==> config.mk <==
export PLATFORM = sky130hd
export DESIGN_NAME = syn_avm_lb_master
export DESIGN_NICKNAME = d
export VERILOG_FILES = /design/src/rtl/syn_avm_lb_master_pkg.sv /design/src/rtl/syn_avm_lb_master_to_cntr.sv /design/src/rtl/syn_avm_lb_master.sv
export SDC_FILE = /design/constraint.sdc
export NUM_CORES = 1
export LEC_CHECK = 0
export CAP_MARGIN = 10
export CORE_MARGIN = 1.5
export CORE_UTILIZATION = 40
export DETAILED_ROUTE_END_ITERATION = 6
export PLACE_DENSITY_LB_ADDON = 0.25
export SLEW_MARGIN = 5
export SYNTH_ARGS = -nofsm -noshare
export SYNTH_HDL_FRONTEND = slang
export SYNTH_SLANG_ARGS = --single-unit
==> constraint.sdc <==
create_clock -name clk_ir -period 2.35 [get_ports clk_ir]
set_input_delay 0.705 -clock clk_ir [delete_from_list [all_inputs] [get_ports clk_ir]]
set_output_delay 0.705 -clock clk_ir [all_outputs]
set_load 0.1 [all_outputs]
==> src/rtl/syn_avm_lb_master_pkg.sv <==
// syn_avm_lb_master_pkg: shared LB bridge defaults, timeout read pattern and FSM state encoding.
package syn_avm_lb_master_pkg;

    localparam int          LB_ADDR_W  = 16;
    localparam int          LB_DATA_W  = 32;
    localparam logic [31:0] TO_RD_DATA = 32'hDEADBEEF;

    typedef enum logic [2:0] {
        ST_IDLE    = 3'd0,
        ST_ISSUE   = 3'd1,
        ST_WAIT_RD = 3'd2,
        ST_WAIT_WR = 3'd3,
        ST_DONE    = 3'd4
    } state_t;

endpackage

==> src/rtl/syn_avm_lb_master_to_cntr.sv <==
// syn_avm_lb_master_to_cntr: response timeout counter with clear, enable and expire on the last counted cycle.
module syn_avm_lb_master_to_cntr #(
    parameter int P_W     = 8,
    parameter int P_LIMIT = 200
) (
    input  logic clk_ir,
    input  logic rst_il,
    input  logic clr_ih,
    input  logic en_ih,
    output logic exp_oh
);

    localparam logic [P_W-1:0] LAST = P_W'(P_LIMIT - 1);

    logic [P_W-1:0] cnt_q, cnt_d;

    always_comb cnt_d = clr_ih ? '0 : en_ih ? cnt_q + 1'b1 : cnt_q;

    assign exp_oh = en_ih && (cnt_q == LAST);

    always_ff @(posedge clk_ir or negedge rst_il) begin
        if (!rst_il) cnt_q <= '0;
        else         cnt_q <= cnt_d;
    end

endmodule

==> src/rtl/syn_avm_lb_master.sv <==
// syn_avm_lb_master: Avalon-MM slave to Local Bus initiator; one LB strobe per transfer,
// waitrequest held until the LB response or a timeout.
module syn_avm_lb_master
    import syn_avm_lb_master_pkg::*;
#(
    parameter int                     P_LB_ADDR_W  = LB_ADDR_W,
    parameter int                     P_LB_DATA_W  = LB_DATA_W,
    parameter int                     P_TO_CNT_W   = 8,
    parameter int                     P_TO_CYCLES  = 200,
    parameter logic [P_LB_DATA_W-1:0] P_TO_RD_DATA = TO_RD_DATA
) (
    input  logic                   clk_ir,
    input  logic                   rst_il,
    input  logic [P_LB_ADDR_W-1:0] avs_address_id,
    input  logic                   avs_read_ih,
    input  logic                   avs_write_ih,
    input  logic [P_LB_DATA_W-1:0] avs_writedata_id,
    output logic [P_LB_DATA_W-1:0] avs_readdata_od,
    output logic                   avs_waitrequest_oh,
    output logic                   lb_rd_en_oh,
    output logic                   lb_wr_en_oh,
    output logic [P_LB_ADDR_W-1:0] lb_addr_od,
    output logic [P_LB_DATA_W-1:0] lb_wr_data_od,
    input  logic                   lb_rd_valid_ih,
    input  logic [P_LB_DATA_W-1:0] lb_rd_data_id,
    input  logic                   lb_wr_valid_ih,
    input  logic                   to_clr_ih,
    output logic                   to_err_oh,
    output logic [P_LB_ADDR_W-1:0] to_addr_od
);

    state_t state_q;
    logic   rd_pend_q;
    logic   to_exp, to_hit;

    syn_avm_lb_master_to_cntr #(
        .P_W     (P_TO_CNT_W),
        .P_LIMIT (P_TO_CYCLES)
    ) u_to_cntr (
        .clk_ir (clk_ir),
        .rst_il (rst_il),
        .clr_ih (state_q == ST_ISSUE),
        .en_ih  (state_q == ST_WAIT_RD || state_q == ST_WAIT_WR),
        .exp_oh (to_exp)
    );

    assign avs_waitrequest_oh = (state_q != ST_DONE);
    // A response landing on the expiry cycle still counts as a real completion.
    assign to_hit = to_exp && !(state_q == ST_WAIT_RD ? lb_rd_valid_ih : lb_wr_valid_ih);

    always_ff @(posedge clk_ir or negedge rst_il) begin
        if (!rst_il) begin
            state_q         <= ST_IDLE;
            rd_pend_q       <= 1'b0;
            lb_rd_en_oh     <= 1'b0;
            lb_wr_en_oh     <= 1'b0;
            lb_addr_od      <= '0;
            lb_wr_data_od   <= '0;
            avs_readdata_od <= '0;
            to_err_oh       <= 1'b0;
            to_addr_od      <= '0;
        end else begin
            lb_rd_en_oh <= 1'b0;
            lb_wr_en_oh <= 1'b0;
            if (to_clr_ih) begin
                to_err_oh  <= 1'b0;
                to_addr_od <= '0;
            end
            // Set beats clear; only the first timeout since the last clear is recorded.
            if (to_hit) begin
                to_err_oh <= 1'b1;
                if (!to_err_oh || to_clr_ih) to_addr_od <= lb_addr_od;
            end
            case (state_q)
                ST_IDLE: begin
                    if (avs_write_ih) begin
                        state_q       <= ST_ISSUE;
                        lb_wr_en_oh   <= 1'b1;
                        lb_addr_od    <= avs_address_id;
                        lb_wr_data_od <= avs_writedata_id;
                        rd_pend_q     <= avs_read_ih;
                    end else if (avs_read_ih || rd_pend_q) begin
                        state_q     <= ST_ISSUE;
                        lb_rd_en_oh <= 1'b1;
                        rd_pend_q   <= 1'b0;
                        if (!rd_pend_q) lb_addr_od <= avs_address_id;
                    end
                end
                ST_ISSUE: state_q <= lb_wr_en_oh ? ST_WAIT_WR : ST_WAIT_RD;
                ST_WAIT_RD: begin
                    if (lb_rd_valid_ih || to_hit) begin
                        state_q         <= ST_DONE;
                        avs_readdata_od <= lb_rd_valid_ih ? lb_rd_data_id : P_TO_RD_DATA;
                    end
                end
                ST_WAIT_WR: if (lb_wr_valid_ih || to_hit) state_q <= ST_DONE;
                default: state_q <= ST_IDLE;
            endcase
        end
    end

endmodule
# Word-level counts from Yosys, hierarchy flattened
# Index checks and enable logic that the tools add are counted.
# totals
elab_cells,63
regBits,111
in_bits,87
# op_classes
n_eq_ne,9
mux,25
reduce_logical,18
add_sub_neg,1
# op_table
op,n
2-to-1 mux 16 bit,6
2-to-1 mux 32 bit,1
2-to-1 mux 8 bit,2
2-to-1 mux 3 bit,4
case mux 3 bit (4 select lines),1
2-to-1 mux 1 bit,11
"adder 8 x 1 -> 8 bit, second input constant",1
"equality test 8 bit, second input constant",1
"equality test 3 x 2 -> 1 bit, second input constant",2
"!= test 3 bit, second input constant",2
AND reduction 2 bit,3
AND reduction 3 bit,2
nonzero test 2 bit,3
logical OR 1 bit,5
"!= test 2 x 1 -> 1 bit, second input constant",2
"equality test 3 x 1 -> 1 bit, second input constant",1
logical NOT 3 bit,1
logical AND 1 bit,2
logical NOT 1 bit,2
"!= test 2 bit, second input constant",1

# Logic depth before layout (Yosys ltp)
# depth
depth_word,7
depth_mapped,6

# Hierarchy
# From an unflattened synthesis, not the netlist that was laid out.
# unflattened
hier_cells,296
hier_area_um2,4317.9
# by_module_without_submodules
module,cells_each,instances,seq_area_each_um2,area_per_inst_um2
syn_avm_lb_master,254,1,2577.5,3892.5
syn_avm_lb_master_to_cntr,42,1,200.2,425.4

# Worst setup path before layout
# OpenSTA, ideal clock, no wires.
# synth_timing
path_kind,register to register
from,register u_to_cntr.cnt_q[0]
to,register to_addr_od[10]
t_arrival_ns,1.994
stages_incl_launch_ff,7
path_buffers,1
synth_period_minus_slack_ns,2.119
slack_ns,0.231
t_required_ns,2.224
path_cell_list,dfrtp_1 > ha_1 > nand4_2 > or4_4 > nor3_4 > buf_12 > mux2_4
# synth_between
elab_chain_cells,4
# synth_rtl
item,line_no,rtl
start: declaration,syn_avm_lb_master_to_cntr.sv:15,"logic [P_W-1:0] cnt_q, cnt_d;"
start signal: assignment,syn_avm_lb_master_to_cntr.sv:23,else cnt_q <= cnt_d;
equality test 8 bit,syn_avm_lb_master_to_cntr.sv:19,assign exp_oh = en_ih && (cnt_q == LAST);
logical AND 1 bit,syn_avm_lb_master_to_cntr.sv:19,
logical AND 1 bit,syn_avm_lb_master.sv:49,assign to_hit = to_exp && !(state_q == ST_WAIT_RD ? lb_rd_valid_ih : lb_wr_valid_ih);
2-to-1 mux 16 bit,syn_avm_lb_master.sv:70,if (to_hit) begin
end signal: assignment,syn_avm_lb_master.sv:72,if (!to_err_oh || to_clr_ih) to_addr_od <= lb_addr_od;
end: declaration,syn_avm_lb_master.sv:29,output logic [P_LB_ADDR_W-1:0] to_addr_od
# Every way passes these cells.
# A chain may end at the register's enable or synchronous reset.

# Worst setup path in the final report
# layout_timing
from,register u_to_cntr.cnt_q[0]
to,register to_addr_od[2]
# Same word-level chain as after synthesis.

==> results.py <==
metrics = {
    "outcome": {
        "outcome": "finished clean",
    },
    "sta": {
        "fin_skew_ns": 0.00740,
        "setup_violations": 0,
        "max_freq_mhz": 462,
        "max-slew-margin-rel_pct": 48.4,
        "report.final.slew_viol_count": 0,
        "hold_viol": 0,
        "min_period_ns": 2.16,
        "setup_slack_ns": 0.186,
        "tightest_slew_ns": 0.772,
        "fin_crit_sh_pct": 92.1,
        "rsz0062_at_grt": "no",
        "final.setup.tns_ns": 0,
    },
    "yosys": {
        "synth_simple_gate_area_share_pct": 8.06,
        "synth_top_family_by_area": "multiplexers",
        "ys_ff_latch": 111,
        "synth-warning-count": 0,
        "synth_fp_nets": 391,
        "synth_area_leaders": "dfrtp_1 (63%), mux2_2 (14%), o22a_1 (4.8%)",
        "yosysTopAreaCell": "dfrtp_1",
        "yosys-mux-area-fraction_pct": 17.5,
        "synth_top_flop_cell": "dfrtp_1",
        "netlist_instances": 303,
        "synth_top_area_share_pct": 63.2,
        "synth.most_common_cell": "dfrtp_1",
        "syn_avg_cell_area_sq_um": 14.5,
        "syn_area_sq_mm": 0.00440,
        "synth_xor_area_share_pct": 0.797,
        "synth_cell_type_count": 36,
        "synth_enable_flop_cells": 0,
        "synthArstFlopShare_pct": 100,
        "post_synth_fa_ha_maj_area_fraction_pct": 0.285,
        "synth-compound-area-share_pct": 8.40,
        "yosysSeqAreaShare_pct": 63.2,
        "synth.top_cells.by_count": "dfrtp_1 (111), mux2_2 (54), o22a_1 (24)",
    },
    "placement": {
        "place_area_sq_mm": 0.00625,
        "preCtsSetupSlack_ns": 0.0189,
        "port_buffers": 186,
        "place_hpwl_mm": 7.38,
        "gp_congestion": 0.796,
    },
    "floorplanning": {
        "core-area_sq_mm": 0.0108,
        "num_rows": 38,
        "start_util_pct": 40.7,
        "dieHeight_um": 108,
        "die_w_um": 108,
        "die_area_sq_mm": 0.0116,
        "num_io_pins": 187,
    },
    "finish": {
        "num-nets-final": 584,
        "area_delta_synth_final_pct": 47.2,
        "post-route-util_pct": 59.9,
        "antenna_cells": 0,
        "layout-drive-gt1-share_pct": 39.1,
        "design_area_sq_mm": 0.00647,
    },
    "routing": {
        "drtAntennaViolNets": 0,
        "routed_wl_mm": 10.2,
        "drt_first_pass_iters": 4,
        "num_vias": 3156,
        "avgRoutedWirePerCell_um": 15.8,
        "drc": 0,
        "dr.first_iter.drc_count": 78,
        "viasPerCell": 4.92,
    },
    "worst_setup_path": {
        "ff2ff_setup_slack_ns": 0.19,
        "cp.required_ns": 2.61,
        "endpoint_kind": "flip-flop",
        "cp-start-kind": "flip-flop",
        "cp_cell_sequence": "ha_1, nand4_2, or4_4, nor3_4, buf_12, mux2_2",
        "worst_ep_arrival_time_ns": 2.42,
        "r2r_cells": 6,
        "cp_max_fo": 16,
        "slowest_delay_ns": 0.48,
        "crit_type": "reg -> reg",
        "timing.rr.end": "to_addr_od[2]$_DFF_PN0_",
        "r2r_start": "u_to_cntr.cnt_q[0]$_DFFE_PN0P_",
        "cp_slowest_cell": "or4_4",
        "startpoint": "u_to_cntr.cnt_q[0]$_DFFE_PN0P_",
    },
    "clock_network": {
        "numCtsBuffers": 9,
        "htree_num_levels": 3,
        "cts_resized": 0,
        "ctsHoldBuffers": 0,
        "clock_sinks": 111,
        "clk_path_buf_depth": 2,
        "clock-root-buffer": "clkbuf_8",
        "clk_pin_slew_worst_paths_ns": 0.10,
        "clock_latency_ns": 0.37,
        "cts_setup_buffers": 0,
        "cts_tree": "yes",
    },
    "flow_run": {
        "max_cap_violations": 0,
    },
    "global_routing": {
        "grt_pass1_wl_mm": 16.0,
        "grt_overflow": 0,
        "antenna_found_initial": 0,
        "grt_max_degree": 62,
        "first_global_vias": 3246,
        "grt_usage_pct": 18.1,
    },
    "hold_path": {
        "min_path_type": "in -> async",
    },
}
-- area by class of cell --
cell class	count	area [sq um]
Clock buffer	11	141
Clock inverter	5	81.3
Fill cell	894	4320
Multi-Input combinational cell	177	1540
Sequential cell	111	2780
Tap cell	140	175
Timing Repair Buffer	197	1750
-- logic make-up after synthesis --
kind of cell | after synthesis
XOR/XNOR | 4
AO/OA/AOI/OAI | 45
multiplexers | 65
buffers and inverters | 15
adder cells (fa/ha/maj) | 1
flip-flops | 111
AND/OR/NAND/NOR | 62
-- worst max-delay path, delay by kind of cell, from the launching register on --
family | cells | cell delay, ns
buf+inv | 1 | 0.19
flops | 1 | 0.41
mux | 1 | 0.34
fa+ha+maj | 1 | 0.25
simple gates | 3 | 0.85
-- routing by layer --
metal  up-vias  wire length [um]  track usage (%)
met3        17               716             4.48
met5         -                 0                0
met4         0               244             8.36
met2       130              4900             29.2
met1      1537              4300             22.8
li1       1472                 -                -
-- worst max-delay path by stage --
| stage | cells after the start | slack, ns | endpoint |
|---|---|---|---|
| floorplan | 6 | 0.23 | to_addr_od[10]$_DFF_PN0_ |
| global placement | 6 | 0.07 | to_addr_od[2]$_DFF_PN0_ |
| detailed placement | 4 | 0.02 | avs_readdata_od[16]$_DFFE_PN0P_ |
| CTS | 6 | 0.14 | avs_readdata_od[16]$_DFFE_PN0P_ |
| global route | 6 | 0.07 | to_addr_od[2]$_DFF_PN0_ |
| finish | 6 | 0.19 | to_addr_od[2]$_DFF_PN0_ |
-- state kept, by name, indices dropped and copies added (netlist names) --
| signal | flops |
|---|---|
| lb_wr_en_oh | 1 |
| u_to_cntr.cnt_q | 8 |
| avs_readdata_od | 32 |
| state_q | 3 |
| lb_rd_en_oh | 1 |
| lb_wr_data_od | 32 |
| to_addr_od | 16 |
| lb_addr_od | 16 |
| rd_pend_q | 1 |
| to_err_oh | 1 |
-- cell usage in the layout, fill, tap and decap left out, types with 2 or more instances in the layout --
cell	count
dfrtp_1	111
buf_4	107
clkdlybuf4s50_1	85
mux2_2	54
o22a_1	24
nor2b_1	20
nand2_1	12
mux2_4	10
clkbuf_8	10
a22o_1	9
nor2_1	7
nor3_1	5
nand3_1	5
buf_12	5
o21bai_1	3
and2_1	2
o21ai_1	2
nor4_1	2
xnor2_1	2
xor2_1	2
o21ai_0	2
bufinv_16	2
-- stage by stage --
stage	hold WS, ns	instances
3_5_place_dp	0.482	625
6_report	0.284	641
3_3_place_gp	0.472	625
2_1_floorplan	0.409	303
4_1_cts	0.295	641
5_1_grt	0.309	641
Power is not shown: default switching activity piles up to over one toggle a cycle in this logic, so the estimate is an artifact.
